==> config.mk <==
export PLATFORM = sky130hd
export DESIGN_NAME = ca_run_ctrl
export DESIGN_NICKNAME = d
export VERILOG_FILES = /design/src/rtl/ca_pkg.sv /design/src/rtl/ca_step.sv /design/src/rtl/ca_run_ctrl.sv
export SDC_FILE = /design/constraint.sdc
export NUM_CORES = 1
export LEC_CHECK = 0
export CORE_UTILIZATION = 38
export CTS_CLUSTER_DIAMETER = 80
export CTS_CLUSTER_SIZE = 24
export DETAILED_ROUTE_END_ITERATION = 8
export PLACE_DENSITY_LB_ADDON = 0.1
export SETUP_SLACK_MARGIN = 0.15
export SLEW_MARGIN = 10
export SYNTH_ARGS = -nofsm -noshare
export SYNTH_HDL_FRONTEND = slang
export SYNTH_SLANG_ARGS = --single-unit
==> constraint.sdc <==
create_clock -name clk -period 4.1 [get_ports clk]
set_input_delay 0.41 -clock clk [delete_from_list [all_inputs] [get_ports clk]]
set_output_delay 0.41 -clock clk [all_outputs]
set_load 0.005 [all_outputs]
==> src/rtl/ca_pkg.sv <==
// Shared types and default sizes for the elementary cellular automaton run controller.
package ca_pkg;

  localparam int CA_WIDTH = 20;
  localparam int CA_CNT_W = 8;

  typedef enum logic [1:0] {
    ST_IDLE = 2'd0,
    ST_RUN  = 2'd1,
    ST_DONE = 2'd2
  } fsm_t;

endpackage

==> src/rtl/ca_step.sv <==
// One generation of an elementary cellular automaton on a periodic ring.
// Cell i looks at {right neighbour i+1, itself, left neighbour i-1}; that
// 3-bit value selects a bit of the Wolfram rule.
module ca_step
  import ca_pkg::*;
#(
  parameter int WIDTH = CA_WIDTH
) (
  input  logic [7:0]       rule,
  input  logic [WIDTH-1:0] state,
  output logic [WIDTH-1:0] nxt
);

  for (genvar i = 0; i < WIDTH; i++) begin : g_cell
    // Neighbour indices wrap around the ring ends.
    localparam int IDX_HI = (i + 1) % WIDTH;
    localparam int IDX_LO = (i + WIDTH - 1) % WIDTH;

    assign nxt[i] = rule[{state[IDX_HI], state[i], state[IDX_LO]}];
  end

endmodule

==> src/rtl/ca_run_ctrl.sv <==
// Run controller: accepts a rule/pattern/count, advances one generation per
// clock (pausable), stops early on a fixed point and pulses done at the end.
module ca_run_ctrl
  import ca_pkg::*;
#(
  parameter int WIDTH = CA_WIDTH,
  parameter int CNT_W = CA_CNT_W
) (
  input  logic             clk,
  input  logic             res,
  input  logic             start,
  input  logic [7:0]       rule,
  input  logic [WIDTH-1:0] init,
  input  logic [CNT_W-1:0] gens,
  input  logic             hold,
  output logic [WIDTH-1:0] state,
  output logic [CNT_W-1:0] gen_cnt,
  output logic             busy,
  output logic             done,
  output logic             stable
);

  fsm_t             fsm_q, fsm_d;
  logic [7:0]       rule_q, rule_d;
  logic [CNT_W-1:0] gens_q, gens_d;
  logic [WIDTH-1:0] state_d;
  logic [CNT_W-1:0] gen_cnt_d;
  logic             stable_d;
  logic [WIDTH-1:0] step_nxt;
  logic [CNT_W-1:0] gen_cnt_inc;

  ca_step #(.WIDTH(WIDTH)) u_step (
    .rule  (rule_q),
    .state (state),
    .nxt   (step_nxt)
  );

  // gen_cnt never exceeds gens_q - 1 while running, so this cannot wrap.
  assign gen_cnt_inc = gen_cnt + CNT_W'(1);

  // Next-state and next-register decode for the run FSM.
  always_comb begin
    // NOTE: every signal gets its hold value first so no path leaves one unassigned (no latches).
    fsm_d     = fsm_q;
    rule_d    = rule_q;
    gens_d    = gens_q;
    state_d   = state;
    gen_cnt_d = gen_cnt;
    stable_d  = stable;
    unique case (fsm_q)
      ST_IDLE: begin
        if (start) begin
          rule_d    = rule;
          gens_d    = gens;
          state_d   = init;
          gen_cnt_d = '0;
          stable_d  = 1'b0;
          fsm_d     = (gens != '0) ? ST_RUN : ST_DONE;
        end
      end
      ST_RUN: begin
        if (!hold) begin
          state_d   = step_nxt;
          gen_cnt_d = gen_cnt_inc;
          // A fixed point wins over reaching the requested count.
          if (step_nxt == state) begin
            stable_d = 1'b1;
            fsm_d    = ST_DONE;
          end else if (gen_cnt_inc == gens_q) begin
            fsm_d = ST_DONE;
          end
        end
      end
      ST_DONE: fsm_d = ST_IDLE;
      default: fsm_d = ST_IDLE;
    endcase
  end

  // State and datapath registers; busy/done are registered decodes of the next FSM state.
  always_ff @(posedge clk or negedge res) begin
    if (!res) begin
      fsm_q   <= ST_IDLE;
      rule_q  <= '0;
      gens_q  <= '0;
      state   <= '0;
      gen_cnt <= '0;
      stable  <= 1'b0;
      busy    <= 1'b0;
      done    <= 1'b0;
    end else begin
      // NOTE: non-blocking assignments so every register samples pre-edge values.
      fsm_q   <= fsm_d;
      rule_q  <= rule_d;
      gens_q  <= gens_d;
      state   <= state_d;
      gen_cnt <= gen_cnt_d;
      stable  <= stable_d;
      busy    <= (fsm_d != ST_IDLE);
      done    <= (fsm_d == ST_DONE);
    end
  end

endmodule
==> flow_summary.toml <==
[grt]
largest_net_degree_at_the_start_of_global_routing = 50
global_route_usage_over_all_layers_pct = 21.8
number_of_global_route_vias_before_repair = 3549
grt_antenna_before_repair = 0
grt_overflow = 0
grt_first_pass_wirelength_um = 18900

[synthesis]
post-synth-top-count-cell = "sky130_fd_sc_hd__nand2_1"
syn_nets = 516
synth.largest_area_cell = "sky130_fd_sc_hd__dfrtp_1"
netlist_instances = 475
synth_ff_type = "sky130_fd_sc_hd__dfrtp_1"
synth_top_cells_by_area = "sky130_fd_sc_hd__dfrtp_1 (30%), sky130_fd_sc_hd__mux4_2 (14%), sky130_fd_sc_hd__nand2_1 (9.2%)"
share_of_yosys_cell_area_claimed_by_the_top_area_cell_type_pct = 30.2
ys_ff_latch = 49
number_of_enable_flip_flop_cells_after_synthesis = 0
sequential_share_of_the_synthesized_area_pct = 30.2
yosysWarnings = 0
synth_area_sq_um = 4060
ys_types = 48
ys_top_cells_by_count = "sky130_fd_sc_hd__nand2_1 (100), sky130_fd_sc_hd__dfrtp_1 (49), sky130_fd_sc_hd__clkbuf_1 (38)"
synth.avg_cell_area_sq_um = 8.55
postSynth.asyncResetShare_pct = 100

[drt]
final_antenna_net_count = 0
routed_via_density = 5.81
detail_route.iter0.violations = 212
drt-wirelength-per-cell_um = 17.9
via_count = 3733
drt_first_pass_iters = 4
drc_errors = 0
finalWirelength_um = 11500

[timing]
timing.final.ws_setup_ns = 1.22
final.setup.tns_ns = 0
final.setup_skew_ns = 0.00959
period_minus_slack_ns = 2.88
setup_viol = 0
worstMarginPinSlew_ns = 0.770
rsz0062_at_grt = "no"
final-hold-violation-count = 0
timing.fmax_mhz = 348
final.period_utilization_pct = 70.1
finalMaxSlewViolations = 0
slew_headroom_pct = 48.5

[cells_and_area]
stdcell_area_sq_um = 4850
fill_cells = 1012
fin_nets = 547
fin_util_pct = 46.9
diodes = 0
share_of_post_route_cells_with_drive_strength_above_1_pct = 10.7
area.growth.synth_to_final_pct = 19.3

[pwr]
power-per-cell-area_nw_per_um2 = 848
p_leak_nw = 1.98
ir_drop_v = 0.000360

[floorplan]
i_o_pins = 71
floorplan.initialDensity_pct = 39.4
die_area_sq_um = 11100
core_rows = 37
coreArea_sq_um = 10300
die_y_um = 105
width_of_the_chip_um = 105

[placement]
placed_cell_area_sq_um = 4760
io_buffer_count = 70
dp.final_hpwl_um = 8030
routabilityCongestion = 0.801
dpl_worst_slack_ns = 1.20

[clock_tree]
clock_net_sink_count = 49
post_cts.repair.setup_buffers = 0
clock_latency_ns = 0.32
cts-root-buf = "sky130_fd_sc_hd__clkbuf_8"
cts_buffers = 5
clkSlewWorstSetupHoldPaths_ns = 0.11
cts_max_path_buffers = 2
cts_tree = "done"
post_cts_resize_count = 0
cts_hold_buffers = 0
clock_tree.htree_level_count = 2

[setup_path]
worstPathArrival_ns = 3.11
crit_start = "state[1]"
max_incr_delay_on_cp_ns = 0.66
critical_path_class = "register to register"
timing.critical_path.fanout_max = 13
crit_path_start_kind = "register"
crit_required_ns = 4.34
timing.critical_path.cells = "mux4_2 > and2_4 > a2111oi_2 > and4_1 > nand4_1 > or4_4 > o211ai_1"
r2r-start = "state[1]"
worst_path_max_delay_cell = "sky130_fd_sc_hd__dfrtp_1"
end_kind = "register"

[outcome]
run_status = "complete, no violations"

[job]
maxCapViolations = 0

[min_path]
hp-class = "input pin to async pin"
flip-flops by register name, indices dropped and copies added, names as in the netlist:
signal and flops:
state 20, gen_cnt 8, gens_q 8, rule_q 8, fsm_q 2, busy 1, done 1, stable 1
worst paths after layout:
path	end	slack [ns]	depth (start not counted)
max	fsm_q[1]	1.22	7
min	state[6]	0.18	2
max reg2reg	fsm_q[1]	1.22	7
min reg2reg	busy	0.50	1
max in group asynchronous	gen_cnt[3]	3.45	2
min in group clk	busy	0.50	1
report_power, final:
part / internal (mW) / switching [mW]
sequential: 0.677 / 0.663
combinational: 1.36 / 1.10
clock: 0.122 / 0.190
total: 2.16 / 1.95
logic make-up after synthesis:
family,share of synthesized area (%)
simple gates,20.3
compound gates,15.1
mux,24.9
buf+inv,6.01
flops,30.2
xor+xnor,3.23
fa+ha+maj,0.308
critical path, delay by kind of cell, from the launching register on:
family / cells / cell delay, ns
compound gates: 2 / 0.43
flops: 1 / 0.66
mux: 1 / 0.56
simple gates: 4 / 1.14
layer usage:
layer	track usage, %	vias to the layer above	share of wire [%]
met5	0	-	0
met4	6.54	0	1.8
met3	3.53	16	4.9
met2	35.9	101	50
met1	29.3	1852	44
li1	-	1764	-
layout by cell type (no fill, tap or decap), types with 2 or more instances in the layout:
cell,n
sky130_fd_sc_hd__nand2_1,100
sky130_fd_sc_hd__nor2b_1,5
sky130_fd_sc_hd__clkdlybuf4s50_1,69
sky130_fd_sc_hd__nor3b_1,3
sky130_fd_sc_hd__dfrtp_1,49
sky130_fd_sc_hd__inv_1,9
sky130_fd_sc_hd__mux2i_1,29
sky130_fd_sc_hd__a211oi_1,6
sky130_fd_sc_hd__o211ai_1,8
sky130_fd_sc_hd__nand2b_1,10
sky130_fd_sc_hd__and4_1,2
sky130_fd_sc_hd__or2_2,3
sky130_fd_sc_hd__a21oi_1,27
sky130_fd_sc_hd__a32oi_1,4
sky130_fd_sc_hd__mux2_1,4
sky130_fd_sc_hd__buf_4,5
sky130_fd_sc_hd__nor3_1,7
sky130_fd_sc_hd__nand4_1,2
sky130_fd_sc_hd__and3_1,3
sky130_fd_sc_hd__o2111ai_1,3
sky130_fd_sc_hd__xnor2_1,6
sky130_fd_sc_hd__or4_1,3
sky130_fd_sc_hd__nor4_1,3
sky130_fd_sc_hd__mux2_2,8
sky130_fd_sc_hd__mux4_2,26
sky130_fd_sc_hd__clkbuf_8,5
sky130_fd_sc_hd__and2_1,2
sky130_fd_sc_hd__o22ai_1,3
sky130_fd_sc_hd__a31oi_1,3
sky130_fd_sc_hd__xor2_1,9
sky130_fd_sc_hd__nor2_1,33
sky130_fd_sc_hd__nand3_1,5
sky130_fd_sc_hd__o31ai_1,4
sky130_fd_sc_hd__o21ai_0,32
cell type report:
cell class              instances  area, sq um  share of cell area (%)
flip-flops and latches         49         1230                    25.3
clock buffers                   5         68.8                    1.42
inverters                       9         33.8                   0.697
multi-input cells             366         2590                    53.5
repair buffers                 75          733                    15.1
well taps                     136          170                    3.51
clock inverters                 3         21.3                   0.439
metrics by stage:
stage | instances | power, mW | hold WS [ns]
final | 643 | 4.11 | 0.184
after global placement | 635 | 3.77 | 0.481
after detailed placement | 635 | 3.81 | 0.469
after floorplan | 475 | 3.05 | 0.114
after global routing | 643 | 4.48 | 0.262
after CTS | 643 | 4.14 | 0.228
(Power assumes the default switching activity.)
